==> config.mk <==
export PLATFORM = sky130hd
export DESIGN_NAME = pid_calc
export DESIGN_NICKNAME = d
export VERILOG_FILES = /design/src/rtl/pid_calc.sv
export SDC_FILE = /design/constraint.sdc
export NUM_CORES = 2
export LEC_CHECK = 0
export ABC_AREA = 0
export CAP_MARGIN = 30
export CORE_MARGIN = 2
export CORE_UTILIZATION = 53
export DETAILED_ROUTE_END_ITERATION = 16
export PLACE_DENSITY = 0.78
export SYNTH_ARGS = -nofsm -noshare
export SYNTH_HDL_FRONTEND = slang
export SYNTH_SLANG_ARGS = --single-unit
==> constraint.sdc <==
create_clock -name clk -period 8.17 [get_ports clk]
set_clock_uncertainty 0.15 [all_clocks]
set_input_delay 1.634 -clock clk [delete_from_list [all_inputs] [get_ports clk]]
set_output_delay 1.634 -clock clk [all_outputs]
set_load 0.03 [all_outputs]
==> src/rtl/pid_calc.sv <==
// Three-axis PID calculator built around one time-multiplexed signed MAC.
// A start latches all errors and gains. Each axis then takes three MAC
// edges (P, I, D) and one WRITE edge. A final publish edge updates all
// three outputs together and pulses pid_done.
module pid_calc #(
  parameter int unsigned ERR_W  = 24,
  parameter int unsigned GAIN_W = 16,
  parameter int unsigned FRAC   = 8,
  parameter int unsigned OUT_W  = 16
) (
  input  logic              clk,
  input  logic              rst_n,
  input  logic              pid_en,
  input  logic [ERR_W-1:0]  pitch_error,
  input  logic [ERR_W-1:0]  roll_error,
  input  logic [ERR_W-1:0]  yaw_error,
  input  logic [ERR_W-1:0]  i_pitch_error,
  input  logic [ERR_W-1:0]  i_roll_error,
  input  logic [ERR_W-1:0]  i_yaw_error,
  input  logic [ERR_W-1:0]  d_pitch_error,
  input  logic [ERR_W-1:0]  d_roll_error,
  input  logic [ERR_W-1:0]  d_yaw_error,
  input  logic [GAIN_W-1:0] kp_pr,
  input  logic [GAIN_W-1:0] ki_pr,
  input  logic [GAIN_W-1:0] kd_pr,
  input  logic [GAIN_W-1:0] kp_y,
  input  logic [GAIN_W-1:0] ki_y,
  input  logic [GAIN_W-1:0] kd_y,
  output logic [OUT_W-1:0]  pitch_out,
  output logic [OUT_W-1:0]  roll_out,
  output logic [OUT_W-1:0]  yaw_out,
  output logic              pid_busy,
  output logic              pid_done
);

  localparam int unsigned PROD_W = ERR_W + GAIN_W;
  localparam int unsigned ACC_W  = ERR_W + GAIN_W + 2;
  localparam logic signed [OUT_W-1:0] OUT_MAX = {1'b0, {(OUT_W-1){1'b1}}};
  localparam logic signed [OUT_W-1:0] OUT_MIN = ~OUT_MAX;
  localparam logic signed [ACC_W-1:0] SAT_MAX = ACC_W'(OUT_MAX);
  localparam logic signed [ACC_W-1:0] SAT_MIN = ACC_W'(OUT_MIN);

  typedef enum logic [1:0] {IDLE, MAC, WRITE} state_t;

  state_t                    state_q, state_d;
  logic [1:0]                axis_q, axis_d;   // 0 pitch, 1 roll, 2 yaw, 3 publish
  logic [1:0]                term_q, term_d;   // 0 P, 1 I, 2 D
  logic signed [ACC_W-1:0]   acc_q, acc_d;
  logic signed [ERR_W-1:0]   err_q [9];        // {P,I,D} x {pitch,roll,yaw}
  logic signed [ERR_W-1:0]   err_d [9];
  logic signed [GAIN_W-1:0]  gain_q [6];       // {kp,ki,kd} pitch/roll, then yaw
  logic signed [GAIN_W-1:0]  gain_d [6];
  logic signed [OUT_W-1:0]   res_q [3];
  logic signed [OUT_W-1:0]   res_d [3];
  logic signed [OUT_W-1:0]   out_q [3];
  logic signed [OUT_W-1:0]   out_d [3];
  logic                      busy_q, busy_d;
  logic                      done_q, done_d;

  logic [3:0]                err_idx;
  logic [2:0]                gain_idx;
  logic signed [ERR_W-1:0]   err_sel;
  logic signed [GAIN_W-1:0]  gain_sel;
  logic signed [PROD_W-1:0]  prod;
  logic signed [ACC_W-1:0]   shifted;
  logic signed [OUT_W-1:0]   sat;

  // Operand select and product for the current axis/term.
  always_comb begin
    err_idx  = 4'(axis_q) * 4'd3 + 4'(term_q);
    gain_idx = ((axis_q == 2'd2) ? 3'd3 : 3'd0) + 3'(term_q);
    err_sel  = err_q[err_idx];
    gain_sel = gain_q[gain_idx];
    prod     = PROD_W'(err_sel) * PROD_W'(gain_sel);
  end

  // Floor scaling by FRAC then clamp into the output range.
  always_comb begin
    shifted = acc_q >>> FRAC;
    if (shifted > SAT_MAX)      sat = OUT_MAX;
    else if (shifted < SAT_MIN) sat = OUT_MIN;
    else                        sat = OUT_W'(shifted);
  end

  // Next-state and datapath sequencing.
  always_comb begin
    state_d = state_q;
    axis_d  = axis_q;
    term_d  = term_q;
    acc_d   = acc_q;
    err_d   = err_q;
    gain_d  = gain_q;
    res_d   = res_q;
    out_d   = out_q;
    busy_d  = busy_q;
    done_d  = 1'b0;
    case (state_q)
      IDLE: begin
        if (pid_en) begin
          err_d[0] = pitch_error;  err_d[1] = i_pitch_error; err_d[2] = d_pitch_error;
          err_d[3] = roll_error;   err_d[4] = i_roll_error;  err_d[5] = d_roll_error;
          err_d[6] = yaw_error;    err_d[7] = i_yaw_error;   err_d[8] = d_yaw_error;
          gain_d[0] = kp_pr; gain_d[1] = ki_pr; gain_d[2] = kd_pr;
          gain_d[3] = kp_y;  gain_d[4] = ki_y;  gain_d[5] = kd_y;
          acc_d   = '0;
          axis_d  = 2'd0;
          term_d  = 2'd0;
          busy_d  = 1'b1;
          state_d = MAC;
        end
      end
      MAC: begin
        acc_d = acc_q + ACC_W'(prod);
        if (term_q == 2'd2) begin
          term_d  = 2'd0;
          state_d = WRITE;
        end else begin
          term_d = term_q + 2'd1;
        end
      end
      WRITE: begin
        if (axis_q == 2'd3) begin
          out_d   = res_q;
          done_d  = 1'b1;
          busy_d  = 1'b0;
          axis_d  = 2'd0;
          state_d = IDLE;
        end else begin
          res_d[axis_q] = sat;
          acc_d         = '0;
          axis_d        = axis_q + 2'd1;
          if (axis_q != 2'd2) state_d = MAC;
        end
      end
      default: state_d = IDLE;
    endcase
  end

  // State and datapath registers.
  always_ff @(posedge clk or negedge rst_n) begin
    if (!rst_n) begin
      state_q <= IDLE;
      axis_q  <= 2'd0;
      term_q  <= 2'd0;
      acc_q   <= '0;
      busy_q  <= 1'b0;
      done_q  <= 1'b0;
      for (int k = 0; k < 9; k++) err_q[k] <= '0;
      for (int k = 0; k < 6; k++) gain_q[k] <= '0;
      for (int k = 0; k < 3; k++) begin
        res_q[k] <= '0;
        out_q[k] <= '0;
      end
    end else begin
      state_q <= state_d;
      axis_q  <= axis_d;
      term_q  <= term_d;
      acc_q   <= acc_d;
      busy_q  <= busy_d;
      done_q  <= done_d;
      err_q   <= err_d;
      gain_q  <= gain_d;
      res_q   <= res_d;
      out_q   <= out_d;
    end
  end

  assign pitch_out = out_q[0];
  assign roll_out  = out_q[1];
  assign yaw_out   = out_q[2];
  assign pid_busy  = busy_q;
  assign pid_done  = done_q;

endmodule

* Word level (Yosys, flattened, before mapping)
Cells that the tools add are included.
** Operators by class
- $add $sub $neg :: 5
- Multiply operators :: 2
- $lt $le $gt $ge :: 6
- Equal/unequal tests :: 11
- Multiplexer cells :: 30
- Bitwise gates (word level) :: 4
- Reductions and logical operators :: 13
** Operators with widths (number)
- case mux 42 bit (3 select lines) :: 1
- binary-select mux 24 bit (select 4 bit) :: 1
- two-way mux 42 bit :: 2
- two-way mux 16 bit :: 5
- binary-select mux 16 bit (select 3 bit) :: 1
- bitwise mux 48 bit :: 1
- two-way mux 24 bit :: 2
- adder 42 x 40 -> 42 bit :: 1
- multiplier 24 x 16 -> 40 bit :: 1
- greater-than comparator 34 x 16 -> 1 bit, second input constant :: 1
- < comparator 34 x 16 -> 1 bit, second input constant :: 1
- demux 16 bit (select 2 bit) :: 1
- two-way mux 2 bit :: 8
- inequality test 2 bit, second input constant :: 5
- AND reduction 2 bit :: 5
- AND reduction 3 bit :: 3
- equality test 2 bit, second input constant :: 4
- case mux 2 bit (2 select lines) :: 2
- case mux 2 bit (3 select lines) :: 1
- >= comparator 5 bit, second input constant :: 1
- inverter 4 -> 5 bit :: 1
- adder 2 x 1 -> 2 bit, second input constant :: 2
- adder 4 x 2 -> 4 bit :: 1
- >= comparator 4 bit, second input constant :: 1
- other kinds (15) :: 19
** Word-level totals
- Flip-flop bits (word level) :: 458
- Input port bits :: 315
- Output and inout port bits :: 50
- Logic and storage cells :: 98

* Logic depth before layout (Yosys ltp)
- Word-level depth :: 10
- Mapped depth :: 34
- Depth with buffers taken out :: 30

* Worst setup path before layout
No wires, ideal clock.
- Kind :: register to register
- Start point :: register axis_q[0]
- End point :: register acc_q[41]
- Library setup time :: 122 ps
- Arrival time :: 8249 ps
- Required time :: 7898 ps
- Setup slack :: -350 ps
- Cell stages (with the launch flop) :: 31
- Path buffers :: 3
- Cell sequence :: dfrtp_1 -> inv_1 -> ha_1 -> ha_1 -> inv_1 -> fa_1 -> buf_2 -> buf_2 -> mux4_2 -> a21oi_1 -> clkbuf_1 -> nor2_1 -> fa_1 -> inv_1 -> fa_1 -> fa_1 -> inv_1 -> fa_1 -> fa_1 -> inv_1 -> fa_1 -> inv_1 -> ha_1 -> and4_1 -> and3_1 -> a22oi_1 -> a41oi_2 -> o2111ai_2 -> a31oi_1 -> or3_1 -> a32o_1
** On the way
- Word-level cells in the longest chain between the ends :: 10
- Elaborated cells between the ends (all ways) :: 19
** RTL lines
- from (decl) :: RTL line 46 : logic [1:0] axis_q, axis_d;
- from (signal assigned) :: RTL line 156 : axis_q <= axis_d;
- parallel branches: the longest is 10 deep, another holds adder 42 x 40 -> 42 bit
- to (signal assigned) :: RTL line 145 : acc_q <= '0;
- to (signal assigned) :: RTL line 158 : acc_q <= acc_d;
- to (decl) :: RTL line 48 : logic signed [ACC_W-1:0] acc_q, acc_d;
Several ways; the timed one is not identified. The select of a mux whose other input is x is not followed.
A chain may end at the register's enable or synchronous reset.

* Worst setup path in the final report
- Start point :: register axis_q[1]
- End point :: register acc_q[41]
Same word-level chain as after synthesis.

==> impl_summary.md <==
Status
The flow ran to the end, but the final reports show violations. The final reports fail on setup timing.

Finish
The final-layout fill cell count is 4258. The post-route standard cell area excluding fillers is 45600 µm². The post-route core utilization is 70.7%.

The growth of design area from synthesis to finish is 32.1%. The fraction of layout instances using a drive strength above 1 is 30.9%. Leaving out fill and tap cells, the most frequent cell in the layout is dfrtp_1. Leaving out fill and tap cells, the most frequent cells in the layout are dfrtp_1 (458), inv_1 (455), fa_1 (395), mux2_2 (365), clkdlybuf4s50_1 (363). The layout net count is 4564.

CTS
The number of buffers created by CTS is 48. For this design, the sink count on the clock tree is 458. The longest clock path from root to sink contains 3 buffers. The clock-pin transition on the worst setup and hold timing paths is 80 ps. The deepest level of the CTS H-tree is 2. The total of hold buffers inserted after clock tree synthesis is 0. The library cell used as clock root buffer is clkbuf_16. The clock latency of the later-clocked register in the worst-skew pair is 640 ps. TritonCTS built the clock tree.

Die
In this run the standard cell core region covers 64500 µm². The y dimension of the die is 259 µm. In this run the horizontal extent of the chip is 259 µm.

The number of top-level pins is 365. In this run the core area contains 93 standard-cell rows. The initial utilization of the core area, before any placement, comes to 53.5%.

The die area is 67200 µm².

Placement
At the end of routability-driven placement, the weighted congestion stood at 0.959. The number of I/O port buffers is 364. Summed over all nets, the half-perimeter wirelength after detailed placement is 74100 µm.

Summing all placed instances gives a cell area of 41300 µm².

Route
The total length of routed wires is 100000 µm. The count of nets left with antenna violations after detail routing is 0. The number of detailed-routing iterations run before antenna repair is 7. For this run, design rule violations remaining after detail routing come to 0. Dividing the detail-routed wire length by the instance count gives 21.8 µm.

The initial DRC count is 2053. The total number of vias is 25500. The number of vias per cell is 5.54.

STA
Setup repair after global routing could not meet its margin everywhere. The highest attainable clock frequency is 119 MHz. Once routing completed, OpenROAD measured the worst setup slack at -217 ps. The worst pin sits at a relative slew slack of 31.7%. Subtracting the final worst setup slack from the clock period gives 8390 ps. The final hold slack is 325 ps. The portion of the clock cycle consumed by the worst path in the final layout is 103%. The number of failing setup endpoints in the final timing report is 14. The transition time of the tightest slew-check pin is 1020 ps.

The final-report max-slew violation count is 0. The final hold violation count is 0.

Synthesis
After technology mapping, the gate count stands at 3029. The primary flip-flop cell chosen by synthesis mapping is dfrtp_1. The proportion of register bits with asynchronous set or reset after synthesis is 100%.

After synthesis, the netlist uses 58 different library cells. The post-synthesis cell area is 34500 µm². Counting every net in the synthesized netlist gives 3897. The post-synthesis sequential area ratio is 33.2%. The post-synthesis area per instance is 11.4 µm².

The number of synthesized flops with an enable pin is 0. For this run, the number of Yosys warnings is 0. The number of synthesized register bits is 458.

Worst hold path
In this run the worst hold path is classified as reg2reg. The startpoint of the tightest hold check path is res_q[27].

Global route
The layer with the highest usage after global routing is met2. The number of global-route vias before repair is 26800. The met1 global-route usage is 37.3%.

The number of antenna violations at the first check in global routing is 13. In the global route stage, met3 resource usage came out at 6.79%. The wire length of the first global-routing pass is 149000 µm.

After global routing the overflow that remains totals 0. Global routing used 28.8% of the available tracks. The global-route track usage on met2 is 48.3%. The largest net degree at the start of global routing is 173.

Setup path
The worst path buffer plus inverter count is 8. The class of the most critical setup path is reg2reg. The launching element type of the critical path is a flop.

The type of destination of the critical path is a flop. The most frequent cell on the critical path is fa_1. On the critical path, the stage with the largest delay is an instance of fa_1. The most critical setup path has its startpoint at axis_q[1]. In this run the critical register-to-register path is launched from axis_q[1]. At the worst endpoint, the required time is 8510 ps.

Data arrives at the worst endpoint at 8730 ps. The largest single stage delay on the critical path is 610 ps. In this run the worst path has a maximum fanout of 5. On the critical path the largest part of the delay comes from adder cells.

Run
Max-cap violations in this run came to 0.
[state kept, by name (all words and copies together) (netlist names)]
register   count
term_q         2
pid_busy       1
state_q        2
axis_q         2
gain_q        96
acc_q         42
roll_out      16
err_q        216
res_q         48
pid_done       1
pitch_out     16
yaw_out       16
[metrics by stage]
stage	setup WS, ps	instances	TNS [ps]
final	-217	4597	-1470
after global routing	-448	4595	-5210
after CTS	-115	4495	-625
after detailed placement	-290	4397	-3060
after global placement	-148	4396	-1180
after floorplan	4.77	3029	0
[cell type report]
class,count,area [µm²],area share (%)
multi-input cells,1955,22100,48.5
flip-flops and latches,458,11500,25.1
repair buffers,746,7380,16.2
inverters,487,1840,4.04
clock buffers,66,1380,3.03
well taps,855,1070,2.35
clock inverters,20,328,0.719
diodes,10,25.0,0.0549
[worst min-delay path, delay by kind of cell (launching register included)]
| kind | cells | cell delay, ps |
|---|---|---|
| AOI/OAI and AO/OA | 1 | 60 |
| DFF | 1 | 340 |
| and+or+nand+nor | 1 | 40 |
[kinds of logic (layout without fill, tap and decap cells)]
kind of cell             count (synthesis)  count (layout)  share of synthesized area [%]
AO/OA/AOI/OAI                          286             286                           5.02
other                                    0              10                              0
AND/OR/NAND/NOR                        602             602                           7.24
multiplexers                           471             471                           17.3
buffers and inverters                  616            1319                           6.77
flip-flops                             458             458                           33.2
XOR/XNOR                                43              43                           1.09
adder cells (fa/ha/maj)                553             553                           29.4
[final timing paths]
check,to,slack [ps],cells after the start
worst max register to register,acc_q[41],-220,30
worst max-delay path,acc_q[41],-220,30
worst min-delay path,res_q[27],330,2
max in group asynchronous,err_q[115],5520,2
min in group asynchronous,gain_q[1],920,1
worst min register to register,res_q[27],330,2
[routing by layer]
metal / routed length [µm] / part of all wire (%) / vias up
met2: 48800 / 49 / 1143
met5: 53 / 0.053 / -
li1: - / - / 11100
met3: 8780 / 8.8 / 265
met1: 38000 / 38 / 13000
met4: 4640 / 4.6 / 8
[synth_stat cells, types with 8 or more instances]
cell / n / area share (%)
inv_1: 487 / 5.3
dfrtp_1: 458 / 33
fa_1: 428 / 25
mux2_2: 365 / 12
nand2_1: 325 / 3.5
nor2_1: 185 / 2.0
ha_1: 125 / 4.5
o21ai_0: 105 / 1.5
clkbuf_1: 104 / 1.1
mux4_2: 64 / 4.2
a21oi_1: 46 / 0.67
mux2i_1: 42 / 1.2
o21ai_1: 35 / 0.51
xnor2_1: 28 / 0.71
o21a_1: 21 / 0.46
buf_2: 16 / 0.23
and2_1: 15 / 0.27
xor2_1: 15 / 0.38
nor2b_1: 14 / 0.25
a21o_1: 12 / 0.26
a22o_1: 11 / 0.28
nand3_1: 10 / 0.15
o21bai_1: 10 / 0.22
nand2b_1: 9 / 0.16
and3_1: 8 / 0.15
buf_1: 8 / 0.087
nand4_1: 8 / 0.15
or2_2: 8 / 0.15
[timing repair]
action                     in CTS  in global routing
pin swaps                      19                147
setup endpoints to repair      23                 24
buffers inserted               10                 81
gates resized for setup        85                298
gates cloned                    2                 10
Power is left out: the tool's default activity adds up to more than one toggle a clock period on the data nets, which glitch-free logic cannot reach.
